==> src/rtl/clk_div_pkg.sv <==
// Shared types and helpers for the programmable clock-divide controller.
package clk_div_pkg;

    typedef enum logic [1:0] {
        STOP = 2'd0,
        RUN  = 2'd1,
        PEND = 2'd2
    } state_e;

    // Smallest usable divide ratio; anything below is rejected with cfg_err.
    localparam int MIN_DIV = 2;

    // Length of the high phase for ratio n; odd ratios get the longer phase high.
    // Returned 32 bits wide so that n = 2**CNT_W-1 does not wrap.
    function automatic int unsigned half_hi(input int unsigned n);
        return (n + 1) >> 1;
    endfunction

endpackage

==> src/rtl/clk_div_period_cnt.sv <==
// Loadable modulo-N period counter. Exposes the count for the next cycle
// (so the owner can register outputs that line up with the count) and a
// wrap flag that is high while the current count is N-1.
module clk_div_period_cnt #(
    parameter int CNT_W = 8
) (
    input  logic             clk,
    input  logic             rst,
    input  logic             clear,
    input  logic [CNT_W-1:0] div,
    output logic [CNT_W-1:0] cnt_next,
    output logic             wrap
);

    logic [CNT_W-1:0] cnt_q;
    logic [CNT_W-1:0] cnt_d;

    // Next count: held at zero while cleared, otherwise counts 0..div-1 and wraps.
    always_comb begin
        wrap  = (cnt_q == div - CNT_W'(1));
        cnt_d = cnt_q + CNT_W'(1);
        if (clear || wrap) begin
            cnt_d = '0;
        end
        cnt_next = cnt_d;
    end

    // Count register with synchronous reset.
    always_ff @(posedge clk) begin
        if (rst) begin
            cnt_q <= '0;
        end else begin
            cnt_q <= cnt_d;
        end
    end

endmodule

==> src/rtl/clk_div_ctrl.sv <==
// Programmable clock-divide controller: config handshake, STOP/RUN/PEND
// sequencing so ratio changes land only on a period boundary, and the
// registered divided clock, clock-enable, busy and error outputs.
module clk_div_ctrl
    import clk_div_pkg::*;
#(
    parameter int CNT_W       = 8,
    parameter int DEFAULT_DIV = 4
) (
    input  logic             clk,
    input  logic             rst,
    input  logic             cfg_valid,
    output logic             cfg_ready,
    input  logic             cfg_en,
    input  logic [CNT_W-1:0] cfg_div,
    output logic             cfg_err,
    output logic             clk_o,
    output logic             clk_en_o,
    output logic             busy,
    output logic [CNT_W-1:0] active_div
);

    state_e           state_q,      state_d;
    logic [CNT_W-1:0] active_div_q, active_div_d;
    logic [CNT_W-1:0] pend_div_q,   pend_div_d;
    logic             pend_en_q,    pend_en_d;
    logic             busy_q,       busy_d;
    logic             clk_o_q,      clk_o_d;
    logic             clk_en_q,     clk_en_d;
    logic             cfg_err_q,    cfg_err_d;

    logic             accept;
    logic             bad_div;
    logic [CNT_W-1:0] cnt_next;
    logic             wrap;

    // The counter is parked at zero whenever the block is stopped.
    clk_div_period_cnt #(
        .CNT_W (CNT_W)
    ) u_period_cnt (
        .clk      (clk),
        .rst      (rst),
        .clear    (state_q == STOP),
        .div      (active_div_q),
        .cnt_next (cnt_next),
        .wrap     (wrap)
    );

    assign cfg_ready  = (state_q != PEND);
    assign cfg_err    = cfg_err_q;
    assign clk_o      = clk_o_q;
    assign clk_en_o   = clk_en_q;
    assign busy       = busy_q;
    assign active_div = active_div_q;

    // Next-state logic: handshake, pending-change sequencing and output values
    // computed from the count of the coming cycle so the registered outputs line up with it.
    always_comb begin
        accept       = cfg_valid && cfg_ready;
        bad_div      = (cfg_div < CNT_W'(MIN_DIV));
        state_d      = state_q;
        active_div_d = active_div_q;
        pend_div_d   = pend_div_q;
        pend_en_d    = pend_en_q;
        cfg_err_d    = accept && bad_div;

        case (state_q)
            STOP: begin
                if (accept && !bad_div) begin
                    active_div_d = cfg_div;
                    if (cfg_en) begin
                        state_d = RUN;
                    end
                end
            end
            RUN: begin
                if (accept && !bad_div) begin
                    pend_en_d  = cfg_en;
                    pend_div_d = cfg_div;
                    state_d    = PEND;
                end
            end
            PEND: begin
                if (wrap) begin
                    active_div_d = pend_div_q;
                    state_d      = pend_en_q ? RUN : STOP;
                end
            end
            default: begin
                state_d = STOP;
            end
        endcase

        busy_d   = (state_d == PEND);
        clk_o_d  = (state_d != STOP) && (32'(cnt_next) < half_hi(32'(active_div_d)));
        clk_en_d = (state_d != STOP) && (cnt_next == active_div_d - CNT_W'(1));
    end

    // Single state/output register bank with synchronous reset.
    always_ff @(posedge clk) begin
        if (rst) begin
            state_q      <= STOP;
            active_div_q <= CNT_W'(DEFAULT_DIV);
            pend_div_q   <= CNT_W'(DEFAULT_DIV);
            pend_en_q    <= 1'b0;
            busy_q       <= 1'b0;
            clk_o_q      <= 1'b0;
            clk_en_q     <= 1'b0;
            cfg_err_q    <= 1'b0;
        end else begin
            state_q      <= state_d;
            active_div_q <= active_div_d;
            pend_div_q   <= pend_div_d;
            pend_en_q    <= pend_en_d;
            busy_q       <= busy_d;
            clk_o_q      <= clk_o_d;
            clk_en_q     <= clk_en_d;
            cfg_err_q    <= cfg_err_d;
        end
    end

endmodule

==> config.mk <==
export PLATFORM = sky130hd
export DESIGN_NAME = clk_div_ctrl
export DESIGN_NICKNAME = d
export VERILOG_FILES = /design/src/rtl/clk_div_pkg.sv /design/src/rtl/clk_div_period_cnt.sv /design/src/rtl/clk_div_ctrl.sv
export SDC_FILE = /design/constraint.sdc
export NUM_CORES = 1
export LEC_CHECK = 0
export ABC_CLOCK_PERIOD_IN_PS = 4400
export CORE_MARGIN = 2
export CORE_UTILIZATION = 45
export DETAILED_ROUTE_END_ITERATION = 6
export PLACE_DENSITY = 0.68
export SLEW_MARGIN = 30
export SYNTH_ARGS = -nofsm -noshare
export SYNTH_HDL_FRONTEND = slang
export SYNTH_HIERARCHICAL = 1
export SYNTH_SLANG_ARGS = --single-unit
==> constraint.sdc <==
create_clock -name clk -period 4.4 [get_ports clk]
set_input_delay 0.88 -clock clk [delete_from_list [all_inputs] [get_ports clk]]
set_output_delay 0.88 -clock clk [all_outputs]
set_load 0.1 [all_outputs]
==> results.md <==
| Item | Reported |
|---|---|
| Number of endpoints with negative hold slack in the final report | 0 |
| Post-DP HPWL | 4.71 mm |
| Fin crit period | 4.13 ns |
| Worst reg-to-reg setup slack | 0.27 ns |
| Ys flop type | dfxtp_1 |
| Total placed cells including tap cells | 375 |
| Final total negative setup slack | 0 ns |
| Die W | 78.1 um |
| Routability Congestion | 0.894 |
| Drt total wl | 6.21 mm |
| Vias in the first global route | 2084 |
| Die footprint | 0.00610 mm2 |
| Worst Clk Skew | 0.00748 ns |
| Sequential share of the synthesized area | 25.1% |
| Pin count of the biggest net entering global routing | 31 |
| Worst ir drop on vdd | 0.207 mV |
| Bufs and invs on worst path | 2 |
| Starting density of the core | 47.5% |
| Part of the cycle the worst path needs | 94.0% |
| Post-synth EDFFs | 0 |
| Arrival @ worst endpoint | 4.34 ns |
| Biggest area contributors in the synthesized netlist | dfxtp_1 25%, ha_1 5.6%, xor2_1 5.3%, xnor2_1 5.0%, nor2_1 4.7% |
| Clock root buffer master | clkbuf_8 |
| Kind of capture point of the worst setup path | flop |
| #FFs+latches synth | 31 |
| Clk sink count | 31 |
| Detailed-routing iteration count for the pre-antenna-repair pass | 4 |
| Cells along the critical path | inv_2 -> ha_2 -> xnor2_1 -> a2111oi_4 -> o2111a_4 -> and2_4 -> and3b_1 -> a221o_1 -> a311oi_4 -> inv_2 -> ha_4 -> xnor2_1 -> ha_1 -> a21o_1 -> a21o_1 -> a21oi_1 -> nor2b_1 -> o21ai_0 -> a21oi_1 -> nor3_1 |
| Synth area leader | dfxtp_1 |
| Worst slew slack as a fraction of its limit | 34.8% |
| Number of top-level pins | 25 |
| RR Startpoint | active_div[0]$_SDFF_PP0_ |
| Worst Max-Slew Pin Slew | 0.974 ns |
| Standby leakage power | 1.11 nW |
| Num rows | 26 |
| Critical setup path kind | flop to flop |
| Number of antenna violations at the first check in global routing | 0 |
| Crit path largest cell delay | 0.41 ns |
| Die extent in y | 78.1 um |
| Remaining global-route overflow | 0 |
| Via density per instance | 5.91 |
| Launch instance of the worst min-delay path | pend_div_q[0]$_SDFFE_PP0P_ |
| Clock latency on the worst-skew pair | 0.28 ns |
| Hold WS | 0.495 ns |
| Type of origin of the critical path | flop |
| Worst path top cell family by delay | compound AO/OA/AOI/OAI gates |
| Cell with the largest stage delay on the worst path | dfxtp_4 |
| Syn Area/Cell | 8.49 um2 |
| Core box area | 0.00520 mm2 |
| Achievable frequency | 242 MHz |
| Number of library cell types mapped by synthesis | 65 |
| R2R depth | 20 |
| Final-stage net count | 335 |
| Run status | finished, final reports clean |
| CTS tree | done |
| Proportion of netlist area held by the largest area contributor | 25.1% |
| First-pass GRT wire length | 10.4 mm |
| Endpoint with the worst hold slack | pend_div_q[0]$_SDFFE_PP0P_ |
| Post-CTS setup-driven buffer insertion count | 0 |
| Max-slew violation total from the final report | 0 |
| Count of synthesis-stage warnings from yosys | 6 |
| TritonCTS buffer count | 5 |
| RSZ-0062 raised after global routing | false |
| Worst flop-to-flop path endpoint | clk_o$_SDFF_PP0_ |
| Required @ worst endpoint | 4.60 ns |
| Port Buffer Count | 24 |
| Via count | 2259 |
| Instance count of the mapped netlist | 291 |
| Level count of the clock H-tree | 2 |
| DRC violation total after the first TritonRoute iteration | 105 |
| Overall routing resource usage | 21.5% |
| Area delta synth->final | 16.5% |
| Count of nets left with antenna violations after detail routing | 0 |
| Post-Syn Area | 0.00247 mm2 |
| Number of inserted diodes | 0 |
| Path class of the lowest-slack min-delay path | flop to flop |
| CTS clk-pin slew, worst paths | 0.07 ns |
| Top cells by instance count after synthesis | 31 x dfxtp_1, 31 x nor2_1, 17 x nand2_1, 15 x xor2_1 |
| Areal power density over the cells | 291 mW/mm2 |
| Clock Path Buffers | 2 |
| Number of cells on the worst hold path | 2 |
| Async set-or-reset flop fraction in the synthesized netlist | 0% |
| Worst-path maximum fanout | 9 |
| Final setup fails | 0 |
| Net count after synthesis | 314 |
| Remaining design rule violation count | 0 |
| Final Non-Filler Cells | 382 |
| Number of inserted filler cells in the final layout | 537 |
| Fraction of layout cells with a size suffix above 1 | 14.1% |
| Detailed-route wire length per cell | 16.2 um |
| Max-cap violation count | 0 |
==> cells by family (layout without fill, tap and decap cells) <==
kind of cell    Yosys count  count (layout)  share of synthesized area [%]
mux                       8               8                           3.24
buf+inv                  27              48                           5.01
simple gates            102             102                           22.7
xor+xnor                 29              29                           10.3
flops                    31              31                           25.1
compound gates           83              83                           28.1
fa+ha+maj                11              11                           5.57
==> timing repair <==
| item | CTS | global route |
|---|---|---|
| endpoints found under the setup margin | 0 | 1 |
| resized for setup | 0 | 2 |
| hold buffers | 0 | 0 |
==> layout by cell type, fill, tap and decap left out, types with 3 or more instances in the layout <==
cell and instances:
nor3_1 4, dfxtp_1 23, nand2b_1 5, xor2_1 15, o21bai_1 4, a21oi_1 14
nand3_1 9, o21ai_0 6, o211ai_1 3, a22o_1 5, nor2_1 31, nand2_1 17
nor2b_1 6, a22oi_1 3, clkdlybuf4s50_1 24, and3b_1 3, a211oi_1 10, a2111oi_1 4
ha_1 9, inv_2 5, nor4_1 3, inv_1 6, a21o_1 3, dfxtp_2 6
xnor2_1 13, mux2i_1 8, or3_1 4, buf_4 6, clkbuf_8 5, and2_1 3
a32oi_1 5
==> final cells by class <==
type / instances / area [um2] / area share (%)
Inverter: 11 / 41.3 / 1.43
Timing Repair Buffer: 30 / 285 / 9.91
Multi-Input combinational cell: 233 / 1750 / 60.9
Sequential cell: 31 / 636 / 22.1
Clock buffer: 7 / 76.3 / 2.65
Tap cell: 70 / 87.6 / 3.04
==> worst register-to-register path: stages (launching register included) <==
cell and delay, ns:
dfxtp_4 0.41, inv_2 0.04, ha_2 0.27, xnor2_1 0.15
a2111oi_4 0.35, o2111a_4 0.26, and2_4 0.17, and3b_1 0.18
a221o_1 0.29, a311oi_4 0.26, inv_2 0.12, ha_4 0.18
xnor2_1 0.15, ha_1 0.25, a21o_1 0.15, a21o_1 0.17
a21oi_1 0.13, nor2b_1 0.05, o21ai_0 0.20, a21oi_1 0.10
nor3_1 0.17
==> per-layer routing <==
metal  GRT usage [%]  routed length, um  vias to the layer above
met1            28.3               2920                     1058
met4            7.02                107                        0
met2            35.8               2890                       72
met5               0                  0                        -
li1                -                  -                     1116
met3            3.56                287                       13
==> metrics by stage <==
step	worst slack [ns]	utilization, %	power (W)	area (um2)
detailed placement	0.168	53.7	0.000631	2800
global route	0.00490	55.3	0.000881	2880
CTS	0.150	55.2	0.000840	2870
finish	0.266	55.3	0.000837	2880
floorplan	0.00242	-	0.000560	2510
global placement	0.349	53.7	0.000627	2800
==> worst max-delay path by stage <==
stage,from,slack [ns],end,cells after the start
2_1_floorplan,active_div[0]$_SDFF_PP0_,0.002,clk_o$_SDFF_PP0_,23
3_3_place_gp,cfg_div[4],0.35,clk_o$_SDFF_PP0_,14
3_5_place_dp,active_div[0]$_SDFF_PP0_,0.17,clk_o$_SDFF_PP0_,20
4_1_cts,active_div[0]$_SDFF_PP0_,0.15,clk_o$_SDFF_PP0_,20
5_1_grt,active_div[0]$_SDFF_PP0_,0.005,clk_o$_SDFF_PP0_,20
6_report,active_div[0]$_SDFF_PP0_,0.27,clk_o$_SDFF_PP0_,20
==> report_power, final <==
part	switching [W]	internal, W
logic	0.000192	0.000116
registers	0.0000260	0.000293
clock network	0.000100	0.000109
==> state kept, by name, summed over array words and instances (netlist names) <==
signal              cells
u_period_cnt/cnt_q      8
clk_o                   1
state_q                 2
active_div              8
pend_div_q              8
cfg_err                 1
busy                    1
pend_en_q               1
clk_en_o                1
Power figures use the tool's default switching activity.
